$ cat src/rtl/booth_seq_multiplier_pkg.sv
// Shared width and Booth-digit definitions for the iterative radix-4 significand multiplier.
package booth_seq_multiplier_pkg;

    localparam int SIG_WIDTH = 23;

    typedef enum logic [2:0] {
        DIG_ZERO,
        DIG_PB,
        DIG_P2B,
        DIG_N2B,
        DIG_NB
    } booth_digit_e;

    // Radix-4 triplet {a[2i+1], a[2i], a[2i-1]} to signed multiple of b.
    function automatic booth_digit_e booth_decode(input logic [2:0] trip);
        booth_digit_e d;
        case (trip)
            3'b001, 3'b010: d = DIG_PB;
            3'b011:         d = DIG_P2B;
            3'b100:         d = DIG_N2B;
            3'b101, 3'b110: d = DIG_NB;
            default:        d = DIG_ZERO;
        endcase
        return d;
    endfunction

endpackage

$ cat src/rtl/booth_seq_multiplier_if.sv
// Start/result handshake bundle between operand unpacking, the multiplier and the add stage.
interface booth_seq_multiplier_if
    import booth_seq_multiplier_pkg::*;
#(
    parameter int W = SIG_WIDTH + 1
);
    logic           start;
    logic           start_ready;
    logic [W-1:0]   a;
    logic [W-1:0]   b;
    logic           busy;
    logic           out_valid;
    logic           out_ready;
    logic [2*W-1:0] product;

    modport master (
        output start, a, b, out_ready,
        input  start_ready, busy, out_valid, product
    );

    modport slave (
        input  start, a, b, out_ready,
        output start_ready, busy, out_valid, product
    );
endinterface

$ cat src/rtl/booth_seq_multiplier_recoder.sv
// Modified-Booth digit selector: picks one of the precomputed +-b / +-2b multiples.
module modifiedBoothRecoder
    import booth_seq_multiplier_pkg::*;
#(
    parameter int WIDTH = SIG_WIDTH + 3
) (
    input  logic [2:0]              i_sel,
    input  logic signed [WIDTH-1:0] i_pb,
    input  logic signed [WIDTH-1:0] i_nb,
    input  logic signed [WIDTH-1:0] i_p2b,
    input  logic signed [WIDTH-1:0] i_n2b,
    output logic signed [WIDTH-1:0] o_pp
);
    booth_digit_e w_dig;

    always_comb begin
        w_dig = booth_decode(i_sel);
        o_pp  = '0;
        case (w_dig)
            DIG_PB:  o_pp = i_pb;
            DIG_NB:  o_pp = i_nb;
            DIG_P2B: o_pp = i_p2b;
            DIG_N2B: o_pp = i_n2b;
            default: o_pp = '0;
        endcase
    end
endmodule

$ cat src/rtl/booth_seq_multiplier.sv
// Iterative radix-4 Booth multiplier: one digit per cycle through a shared recoder and adder.
module booth_seq_multiplier
    import booth_seq_multiplier_pkg::*;
(
    input  logic                   clk,
    input  logic                   reset,
    booth_seq_multiplier_if.slave  bus
);
    localparam int W    = SIG_WIDTH + 1;
    localparam int NDIG = W / 2 + 1;
    localparam int AW   = 2 * W + 2;
    localparam int SRW  = 2 * NDIG + 1;
    localparam int CW   = $clog2(NDIG + 1);

    typedef enum logic [1:0] {
        S_IDLE,
        S_BUSY,
        S_DONE
    } state_e;

    state_e               r_state;
    logic [SRW-1:0]       r_mplr;
    logic signed [W+1:0]  r_pb;
    logic signed [W+1:0]  r_nb;
    logic signed [W+1:0]  r_p2b;
    logic signed [W+1:0]  r_n2b;
    logic signed [AW-1:0] r_acc;
    logic [CW-1:0]        r_cnt;
    logic [2*W-1:0]       r_product;
    logic                 r_start_ready;
    logic                 r_busy;
    logic                 r_out_valid;

    logic signed [W+1:0]  w_b_ext;
    logic signed [W+1:0]  w_b2_ext;
    logic signed [W+1:0]  w_pp;
    logic signed [AW-1:0] w_pp_ext;
    logic signed [AW-1:0] w_addend;
    logic signed [AW-1:0] w_acc_next;
    logic                 w_last;

    assign w_b_ext  = {2'b00, bus.b};
    assign w_b2_ext = {1'b0, bus.b, 1'b0};

    // Bit 0 of the multiplier shift register is the implicit a[-1]; the low triplet is the current digit.
    modifiedBoothRecoder #(
        .WIDTH (W + 2)
    ) u_recoder (
        .i_sel (r_mplr[2:0]),
        .i_pb  (r_pb),
        .i_nb  (r_nb),
        .i_p2b (r_p2b),
        .i_n2b (r_n2b),
        .o_pp  (w_pp)
    );

    assign w_pp_ext   = {{(AW-W-2){w_pp[W+1]}}, w_pp};
    assign w_addend   = w_pp_ext <<< {r_cnt, 1'b0};
    assign w_acc_next = r_acc + w_addend;
    assign w_last     = (r_cnt == CW'(NDIG - 1));

    always_ff @(posedge clk) begin
        if (reset) begin
            r_state       <= S_IDLE;
            r_cnt         <= '0;
            r_acc         <= '0;
            r_product     <= '0;
            r_start_ready <= 1'b1;
            r_busy        <= 1'b0;
            r_out_valid   <= 1'b0;
        end else begin
            case (r_state)
                S_IDLE: begin
                    if (bus.start) begin
                        r_mplr        <= {{(SRW-W-1){1'b0}}, bus.a, 1'b0};
                        r_pb          <= w_b_ext;
                        r_nb          <= -w_b_ext;
                        r_p2b         <= w_b2_ext;
                        r_n2b         <= -w_b2_ext;
                        r_acc         <= '0;
                        r_cnt         <= '0;
                        r_state       <= S_BUSY;
                        r_start_ready <= 1'b0;
                        r_busy        <= 1'b1;
                    end
                end
                S_BUSY: begin
                    r_acc  <= w_acc_next;
                    r_mplr <= r_mplr >> 2;
                    r_cnt  <= r_cnt + CW'(1);
                    if (w_last) begin
                        r_product   <= w_acc_next[2*W-1:0];
                        r_state     <= S_DONE;
                        r_busy      <= 1'b0;
                        r_out_valid <= 1'b1;
                    end
                end
                S_DONE: begin
                    if (bus.out_ready) begin
                        r_state       <= S_IDLE;
                        r_out_valid   <= 1'b0;
                        r_start_ready <= 1'b1;
                    end
                end
                default: begin
                    r_state       <= S_IDLE;
                    r_start_ready <= 1'b1;
                    r_busy        <= 1'b0;
                    r_out_valid   <= 1'b0;
                end
            endcase
        end
    end

    assign bus.start_ready = r_start_ready;
    assign bus.busy        = r_busy;
    assign bus.out_valid   = r_out_valid;
    assign bus.product     = r_product;

endmodule

$ cat src/flat_wrapper.sv
// flat-port wrapper written by rule: the top's interface ports become plain ports
module booth_seq_multiplier_flat import booth_seq_multiplier_pkg::*;
  (clk, reset, bus_start, bus_a, bus_b, bus_out_ready, bus_start_ready, bus_busy, bus_out_valid, bus_product);
  booth_seq_multiplier_if #(.W((SIG_WIDTH + 1))) bus_i ();
  input  logic clk;
  input  logic reset;
  input wire logic [$bits(bus_i.start)-1:0] bus_start;
  input wire logic [$bits(bus_i.a)-1:0] bus_a;
  input wire logic [$bits(bus_i.b)-1:0] bus_b;
  input wire logic [$bits(bus_i.out_ready)-1:0] bus_out_ready;
  output wire logic [$bits(bus_i.start_ready)-1:0] bus_start_ready;
  output wire logic [$bits(bus_i.busy)-1:0] bus_busy;
  output wire logic [$bits(bus_i.out_valid)-1:0] bus_out_valid;
  output wire logic [$bits(bus_i.product)-1:0] bus_product;
  assign bus_i.start = bus_start;
  assign bus_i.a = bus_a;
  assign bus_i.b = bus_b;
  assign bus_i.out_ready = bus_out_ready;
  assign bus_start_ready = bus_i.start_ready;
  assign bus_busy = bus_i.busy;
  assign bus_out_valid = bus_i.out_valid;
  assign bus_product = bus_i.product;
  booth_seq_multiplier u_core (.clk(clk), .reset(reset), .bus(bus_i));
endmodule
$ cat config.mk
export PLATFORM = sky130hd
export DESIGN_NAME = booth_seq_multiplier_flat
export DESIGN_NICKNAME = d
export VERILOG_FILES = /design/src/rtl/booth_seq_multiplier_pkg.sv /design/src/rtl/booth_seq_multiplier_if.sv /design/src/rtl/booth_seq_multiplier_recoder.sv /design/src/rtl/booth_seq_multiplier.sv /design/src/flat_wrapper.sv
export SDC_FILE = /design/constraint.sdc
export NUM_CORES = 1
export LEC_CHECK = 0
export CAP_MARGIN = 20
export CORE_MARGIN = 4
export CORE_UTILIZATION = 30
export DETAILED_ROUTE_END_ITERATION = 6
export DONT_BUFFER_PORTS = 1
export SETUP_SLACK_MARGIN = 0.05
export SLEW_MARGIN = 25
export SYNTH_ARGS = -nofsm -noshare
export SYNTH_HDL_FRONTEND = slang
export SYNTH_SLANG_ARGS = --single-unit
export TNS_END_PERCENT = 1
$ cat constraint.sdc
create_clock -name clk -period 6.3 [get_ports clk]
set_clock_uncertainty 0.15 [all_clocks]
set_input_delay 1.575 -clock clk [delete_from_list [all_inputs] [get_ports clk]]
set_output_delay 1.575 -clock clk [all_outputs]
set_load 0.01 [all_outputs]
==> results by group, run 1 <==
Synthesis
  • Synth area leader: edfxtp_1
  • Share of flip-flops with an asynchronous set or reset: 0%
  • Gate Count Post-Synth: 1476
  • Top-area cell type share of the netlist area: 17.91%
  • Seq/Total Area, Yosys: 34.84%
  • Synth Net Count: 1579
  • Syn_area_per_cell: 8.408 sq um
  • Post-synth EDFFs: 74
  • Top FF cell, synth: dfxtp_1
  • Synth top area cells: edfxtp_1 (18%), dfxtp_1 (17%), nand2_1 (6.5%)
  • Commonest cells post-synth: nand2_1 (214), nor2_1 (133), a21oi_1 (131)
  • Yosys synthesis warning count: 0
  • Count leader, synth: nand2_1
  • Post-synth cell types: 85
  • #FFs+latches synth: 179
  • Syn Std Cell Area: 0.01241 sq mm

Finish
  • Final Instance Area: 0.01348 sq mm
  • Share of cells above drive strength 1: 7.886%
  • ANT cells: 0
  • Fillers: 4290
  • Post-layout net count: 1524
  • Finished Layout Cells: 1965
  • Synth-to-Final Area Change: 8.630%
  • Final Util: 33.02%

Worst setup path
  • Largest stage delay, worst path: 0.67 ns
  • Delay-heaviest family, CP: compound AO/OA/AOI/OAI gates
  • Crit-path most repeated cell: o21ai_0
  • Reg2Reg Depth: 18
  • Reg-to-reg endpoint: u_core.r_acc[41]$_SDFFE_PP0P_
  • CP startpoint kind: flip-flop
  • Worst Path Max Fanout: 39
  • Bufs and invs on worst path: 1
  • Cell Chain, Critical Path: buf_12 > mux2_2 > mux4_2 > nand2_1 > o21ai_0 > mux2i_1 > nor2_1 > nor2_1 > o21ai_0 > ha_1 > nand2_1 > or3_1 > a311oi_1 > o31a_2 > nand4_4 > a2111oi_4 > o21ai_0 > a32o_1
  • Req. time, crit path: 6.50 ns
  • Slowest stage cell, crit path: edfxtp_1
  • Kind of critical path: reg2reg
  • CP arrival: 5.89 ns
  • Crit path capture type: flip-flop
  • FF-to-FF Start: u_core.r_mplr[0]$_SDFFCE_PN0P_
  • R2R Setup Slk: 0.61 ns

Routing
  • Detailed-route via count: 10910
  • First-pass DRT Iterations: 5
  • DR WL met2: 17610 um
  • Wl on met1: 17240 um
  • Met3 wire len: 2442 um
  • Routed wire length: 38260 um
  • Remaining DRCs: 0
  • Highest Signal Layer: met4
  • Vias per Instance: 5.552
  • WL/cell: 19.47 um
  • DRT antenna net count: 0
  • Initial DRC Count: 959

Timing
  • Worst hold slack: 0.3192 ns
  • FMAX: 0.1758 GHz
  • Final setup vio count: 0
  • Worst Max-Slew Pin Slew: 1.047 ns
  • Unrepaired setup endpoints after global routing: no
  • Setup tns final: 0 ns
  • Fin crit period: 5.690 ns
  • Fin. Hold Viols: 0
  • Max Slew Vio Count: 0
  • Fin crit share: 90.31%
  • Max-Slew Margin vs Limit: 30.15%
  • Worst Slack Setup Final: 0.6102 ns

Floorplanning
  • Initial Util: 30.39%
  • Core Footprint: 0.04083 sq mm
  • DIE HEIGHT: 211.4 um
  • Die Width: 211.4 um
  • Core Rows: 74
  • Die area: 0.04469 sq mm
  • I/O Pins: 103

Power and ir drop
  • Seq pwr share: 40.8%
  • Total Power: 3.181 mW
  • P_int: 2.133 mW
  • Sw power: 1.048 mW
  • Lkg Pwr: 4.950 nW
  • Logic pwr share: 24.5%
  • Sw Share: 32.95%
  • PD cells: 235.9 mW/mm^2
  • Peak supply drop: 0.1590 mV
  • Clock share of power: 34.7%

Global routing
  • Largest net degree at the start of global routing: 112
  • Tot GR Track Use: 16.91%
  • Overflow after GRT: 0
  • Antenna violations before repair: 0
  • First-pass GRT wire length: 59570 um
  • Via count of the first global-routing pass: 10530

Clock network
  • Post-cts resize count: 0
  • Latest clock arrival within the worst-skew pair: 0.46 ns
  • CTS tree: done
  • Longest Clk Path Bufs: 2
  • Clock root cell: clkbuf_16
  • CTS Sinks: 179
  • Setup Buffers After CTS: 0
  • H-tree levels: 4
  • Cts-stage hold buffer count: 0
  • CTS clock-pin slew for the worst setup and hold paths: 0.08 ns
  • CTS buffer count: 17

Placement
  • Placement Setup Slack: 0.7328 ns
  • Routability-driven placement congestion ratio: 0.9369
  • Dpl cells: 1934
  • Area post-placement: 0.01288 sq mm
  • Dpl hpwl: 28730 um
  • I/O Buffers: 0

Hold path
  • Hold Path Class: reg2reg
  • Min-Delay Path Depth: 2
  • Hold endpoint: u_core.r_acc[38]$_SDFFE_PP0P_
  • Hold Startpoint: u_core.r_acc[38]$_SDFFE_PP0P_

Outcome
  • Status: complete, no violations

Flow run
  • Max_cap viols: 0
[logic make-up after synthesis]
kind of cell	share of synthesized area [%]
AOI/OAI and AO/OA	22.15
xor gates and xnor gates	3.589
adders and majority gates	5.202
buffers and inverters	4.607
DFF	34.84
muxes	7.491
and+or+nand+nor	22.12
[state kept, by name, indices dropped and copies added (netlist names)]
register / flops
u_core.bus.product: 48
u_core.r_acc: 48
u_core.r_mplr: 25
u_core.r_n2b: 24
u_core.r_pb: 23
u_core.r_cnt: 4
u_core.r_nb: 2
u_core.r_state: 2
u_core.bus.busy: 1
u_core.bus.out_valid: 1
u_core.bus.start_ready: 1
[worst max path at each step]
stage / startpoint / endpoint / slack (ns) / depth (start not counted)
CTS: u_core.r_mplr[0]$_SDFFCE_PN0P_ / u_core.r_acc[41]$_SDFFE_PP0P_ / 0.71 / 18
detailed placement: u_core.r_mplr[0]$_SDFFCE_PN0P_ / u_core.r_acc[41]$_SDFFE_PP0P_ / 0.73 / 18
global route: u_core.r_mplr[0]$_SDFFCE_PN0P_ / u_core.r_acc[43]$_SDFFE_PP0P_ / 0.34 / 18
finish: u_core.r_mplr[0]$_SDFFCE_PN0P_ / u_core.r_acc[41]$_SDFFE_PP0P_ / 0.61 / 18
floorplan: reset / u_core.r_n2b[10]$_DFFE_PP_ / 1.30 / 5
global placement: u_core.r_mplr[0]$_SDFFCE_PN0P_ / u_core.r_acc[41]$_SDFFE_PP0P_ / 0.78 / 18
[area by class of cell]
class                   count  area (sq um)  area share, %
clock buffers              17         425.4          3.155
clock inverters            14         172.7          1.281
multi-input cells        1165          7545          55.96
well taps                 532         665.6          4.937
flip-flops and latches    179          4324          32.07
repair buffers             23         217.7          1.615
inverters                  35         131.4         0.9745
[power by group through the flow]
stage / clock network [mW] / logic [mW] / registers, mW
after floorplan: 0 / 0.579 / 1.31
after global placement: 0 / 0.755 / 1.32
after detailed placement: 0 / 0.764 / 1.32
after CTS: 1.14 / 0.768 / 1.30
after global routing: 1.18 / 0.852 / 1.30
final: 1.10 / 0.779 / 1.30
[cells in the final DEF, fill, tap and decap left out, drive strengths merged, types with 25 or more instances in the layout]
cell / instances
o21ai: 81
nand3: 35
edfxtp: 74
inv: 40
nand2: 215
dfxtp: 105
nor2: 133
mux2i: 49
nor3: 25
a21oi: 133
nand3b: 39
xnor2: 37
ha: 50
[per-layer routing]
| layer | GRT usage, % | up-vias |
|---|---|---|
| li1 | - | 5330 |
| met1 | 22.45 | 5222 |
| met2 | 27.16 | 306 |
| met3 | 4.209 | 52 |
| met4 | 5.509 | 0 |
| met5 | 0 | - |
[worst min-delay path: stages, from the launching register on]
cell     delay, ns
dfxtp_1       0.32
nand2_1       0.05
o31ai_1       0.05
Note: power is estimated with default switching activity, not from simulation.
==> run 2: changes to the inputs <==
--- a/config.mk
+++ b/config.mk
@@ -11,7 +11,7 @@
 export DETAILED_ROUTE_END_ITERATION = 6
 export DONT_BUFFER_PORTS = 1
 export SETUP_SLACK_MARGIN = 0.05
-export SLEW_MARGIN = 25
+export SLEW_MARGIN = 40
 export SYNTH_ARGS = -nofsm -noshare
 export SYNTH_HDL_FRONTEND = slang
 export SYNTH_SLANG_ARGS = --single-unit
==> run 2 against run 1 <==
Against the previous run:
- sequential power hardly changed
- hold slack worse by 0.0064 ns
- largest cell class unchanged
- global-route usage hardly changed
- first-iteration DRC count is 7.4% lower
- critical endpoint unchanged
- final area is 0.29% higher
- clock-buffer cell count is 2 higher
==> results by group, run 2 (same netlist as run 1, synthesis figures left out) <==
Placement
  • I/O Buffers: 0 (unchanged)
  • Dpl hpwl: 28810 um (+0.28%)
  • Routability-driven placement congestion ratio: 0.9369 (unchanged)

Clock network
  • Longest Clk Path Bufs: 2 (unchanged)
  • H-tree levels: 4 (unchanged)
  • Latest clock arrival within the worst-skew pair: 0.45 ns (about the same)
  • CTS clock-pin slew for the worst setup and hold paths: 0.07 ns (about the same)
  • CTS tree: done
  • Setup Buffers After CTS: 0 (unchanged)
  • CTS buffer count: 17 (unchanged)
  • CTS Sinks: 179 (unchanged)
  • Cts-stage hold buffer count: 0 (unchanged)
  • Post-cts resize count: 0 (unchanged)
  • Clock root cell: clkbuf_16

Global routing
  • Largest net degree at the start of global routing: 112 (unchanged)
  • Tot GR Track Use: 16.92% (about the same)
  • Antenna violations before repair: 1 (+1)
  • First-pass GRT wire length: 59870 um (+0.50%)
  • Overflow after GRT: 0 (unchanged)
  • Via count of the first global-routing pass: 10600 (+0.59%)

Finish
  • Most frequent cells in the layout: nand2_1 (214), a21oi_1 (131), nor2_1 (129), dfxtp_1 (104), edfxtp_1 (74)
  • Multi-input gate area: 0.007555 sq mm (+0.13%)
  • Post-layout net count: 1525 (+0.066%)
  • Synth-to-Final Area Change: 8.943%
  • Share of cells above drive strength 1: 8.014% (+0.13 points)
  • Commonest non-fill, non-tap cell in the layout: nand2_1
  • ANT cells: 0 (unchanged)
  • Fillers: 4268 (-0.51%)
  • Register area: 0.004325 sq mm (about the same)

Worst setup path
  • R2R Setup Slk: 0.67 ns (+0.06 ns)
  • Worst Path Max Fanout: 39 (unchanged)
  • CP startpoint kind: flip-flop
  • Kind of critical path: reg2reg
  • Crit path capture type: flip-flop
  • Req. time, crit path: 6.50 ns (about the same)
  • Reg2Reg Depth: 18 (unchanged)
  • Reg-to-reg endpoint: u_core.r_acc[41]$_SDFFE_PP0P_
  • CP arrival: 5.83 ns (-0.06 ns)
  • FF-to-FF Start: u_core.r_mplr[0]$_SDFFCE_PN0P_

Timing
  • Worst Max-Slew Pin Slew: 0.8189 ns (-0.2278 ns)
  • Fin crit period: 5.631 ns (-0.05877 ns)
  • FMAX: 0.1776 GHz (+1.0%)
  • Fin crit share: 89.38% (-0.93 points)
  • Max Slew Vio Count: 0 (unchanged)
  • Final setup vio count: 0 (unchanged)
  • Fin. Hold Viols: 0 (unchanged)
  • Worst hold slack: 0.3128 ns (-0.006380 ns)
  • Max-Slew Margin vs Limit: 45.41% (+15 points)
  • Setup tns final: 0 ns (unchanged)
  • Unrepaired setup endpoints after global routing: no

Routing
  • Vias per Instance: 5.565 (+0.23%)
  • Remaining DRCs: 0 (unchanged)
  • Initial DRC Count: 888 (-7.4%)
  • Routed wire length: 38340 um (+0.21%)
  • First-pass DRT Iterations: 5 (unchanged)
  • WL/cell: 19.49 um (+0.11%)
  • Detailed-route via count: 10950 (+0.33%)
  • DRT antenna net count: 0 (unchanged)

Floorplanning
  • I/O Pins: 103 (unchanged)
  • Die Width: 211.4 um (unchanged)
  • Core Rows: 74 (unchanged)
  • DIE HEIGHT: 211.4 um (unchanged)
  • Die area: 0.04469 sq mm (unchanged)
  • Initial Util: 30.39% (unchanged)
  • Core Footprint: 0.04083 sq mm (unchanged)

Power and ir drop
  • Seq pwr share: 40.5% (-0.3 points)
  • P_int: 2.171 mW (+1.8%)
  • Sw Share: 32.24% (-0.71 points)
  • Logic pwr share: 24.3% (-0.2 points)
  • Lkg Pwr: 4.960 nW (+0.20%)
  • Clock share of power: 35.2% (+0.5 points)
  • Peak supply drop: 0.2313 mV (+45%)
  • PD cells: 237.0 mW/mm^2 (+0.44%)
  • Sw power: 1.033 mW (-1.4%)

Hold path
  • Min-Delay Path Depth: 2 (unchanged)
  • Hold endpoint: u_core.r_acc[44]$_SDFFE_PP0P_
  • Hold Startpoint: u_core.r_acc[44]$_SDFFE_PP0P_
  • Hold Path Class: reg2reg

Outcome
  • Status: complete, no violations

Flow run
  • Max_cap viols: 0 (unchanged)
[run 2: cell types whose count changed in the layout (fill, tap and decap cells not counted)]
cell       change
clkbuf_1       +2
clkinv_8       -1
o2111ai_2      +1
o21ai_0        -1
o2111ai_1      -1
dfxtp_1        -1
buf_8          +1
clkinv_4       +2
dfxtp_2        +1
and3_4         +1
bufinv_16      +1
and3_2         -1
o21ai_1        +1
inv_6          -3
[run 2: worst max path at each step]
stage / slack (ns) / start / endpoint
after floorplan: 1.30 / reset / u_core.r_n2b[10]$_DFFE_PP_
after CTS: 0.71 / u_core.r_mplr[0]$_SDFFCE_PN0P_ / u_core.r_acc[41]$_SDFFE_PP0P_
after detailed placement: 0.74 / u_core.r_mplr[0]$_SDFFCE_PN0P_ / u_core.r_acc[41]$_SDFFE_PP0P_
after global routing: 0.31 / u_core.r_mplr[0]$_SDFFCE_PN0P_ / u_core.r_acc[39]$_SDFFE_PP0P_
final: 0.67 / u_core.r_mplr[0]$_SDFFCE_PN0P_ / u_core.r_acc[41]$_SDFFE_PP0P_
after global placement: 0.78 / u_core.r_mplr[0]$_SDFFCE_PN0P_ / u_core.r_acc[41]$_SDFFE_PP0P_
[run 2: layout make-up]
cell class              instances  share of cell area [%]
well taps                     532                   4.923
clock inverters                13                   1.314
repair buffers                 24                   1.721
clock buffers                  19                   3.202
inverters                      35                  0.9717
flip-flops and latches        179                   31.99
multi-input cells            1165                   55.88
[run 2: critical path, stage by stage, from the launching register on]
cell	delay (ns)
edfxtp_1	0.67
buf_12	0.27
mux2_2	0.36
mux4_2	0.51
nand2_1	0.09
o21ai_0	0.12
mux2i_1	0.22
nor2_1	0.06
nor2_1	0.19
o21ai_0	0.24
ha_1	0.46
nand2_1	0.11
or3_1	0.42
a311oi_1	0.32
o31a_2	0.27
nand4_4	0.20
a2111oi_4	0.45
o21ai_0	0.13
a32o_1	0.26
[run 2: metrics by stage]
step	setup slack [ns]	total power, mW	util [%]	std cells	instance area (sq um)
CTS	0.7117	3.231	33.11	1967	13520
detailed placement	0.7439	2.089	31.61	1935	12910
global route	0.3057	3.360	33.11	1967	13520
global placement	0.7782	2.078	31.49	1933	12860
floorplan	1.296	1.886	-	1476	12410
finish	0.6689	3.204	33.11	1967	13520
[run 2: layer usage]
| layer | up-vias | global-route usage [%] | part of all wire (%) |
|---|---|---|---|
| li1 | 5320 | - | - |
| met1 | 5290 | 22.17 | 45 |
| met2 | 287 | 27.53 | 46 |
| met3 | 47 | 4.846 | 6.6 |
| met4 | 2 | 4.509 | 2.1 |
| met5 | - | 0 | 0.034 |
[run 2: power groups by stage]
stage                     Clock, mW  Combinational [mW]  Sequential (mW)
after global routing           1.20               0.854             1.30
after detailed placement          0               0.765             1.32
after CTS                      1.16               0.770             1.30
after floorplan                   0               0.579             1.31
final                          1.13               0.777             1.30
after global placement            0               0.755             1.32
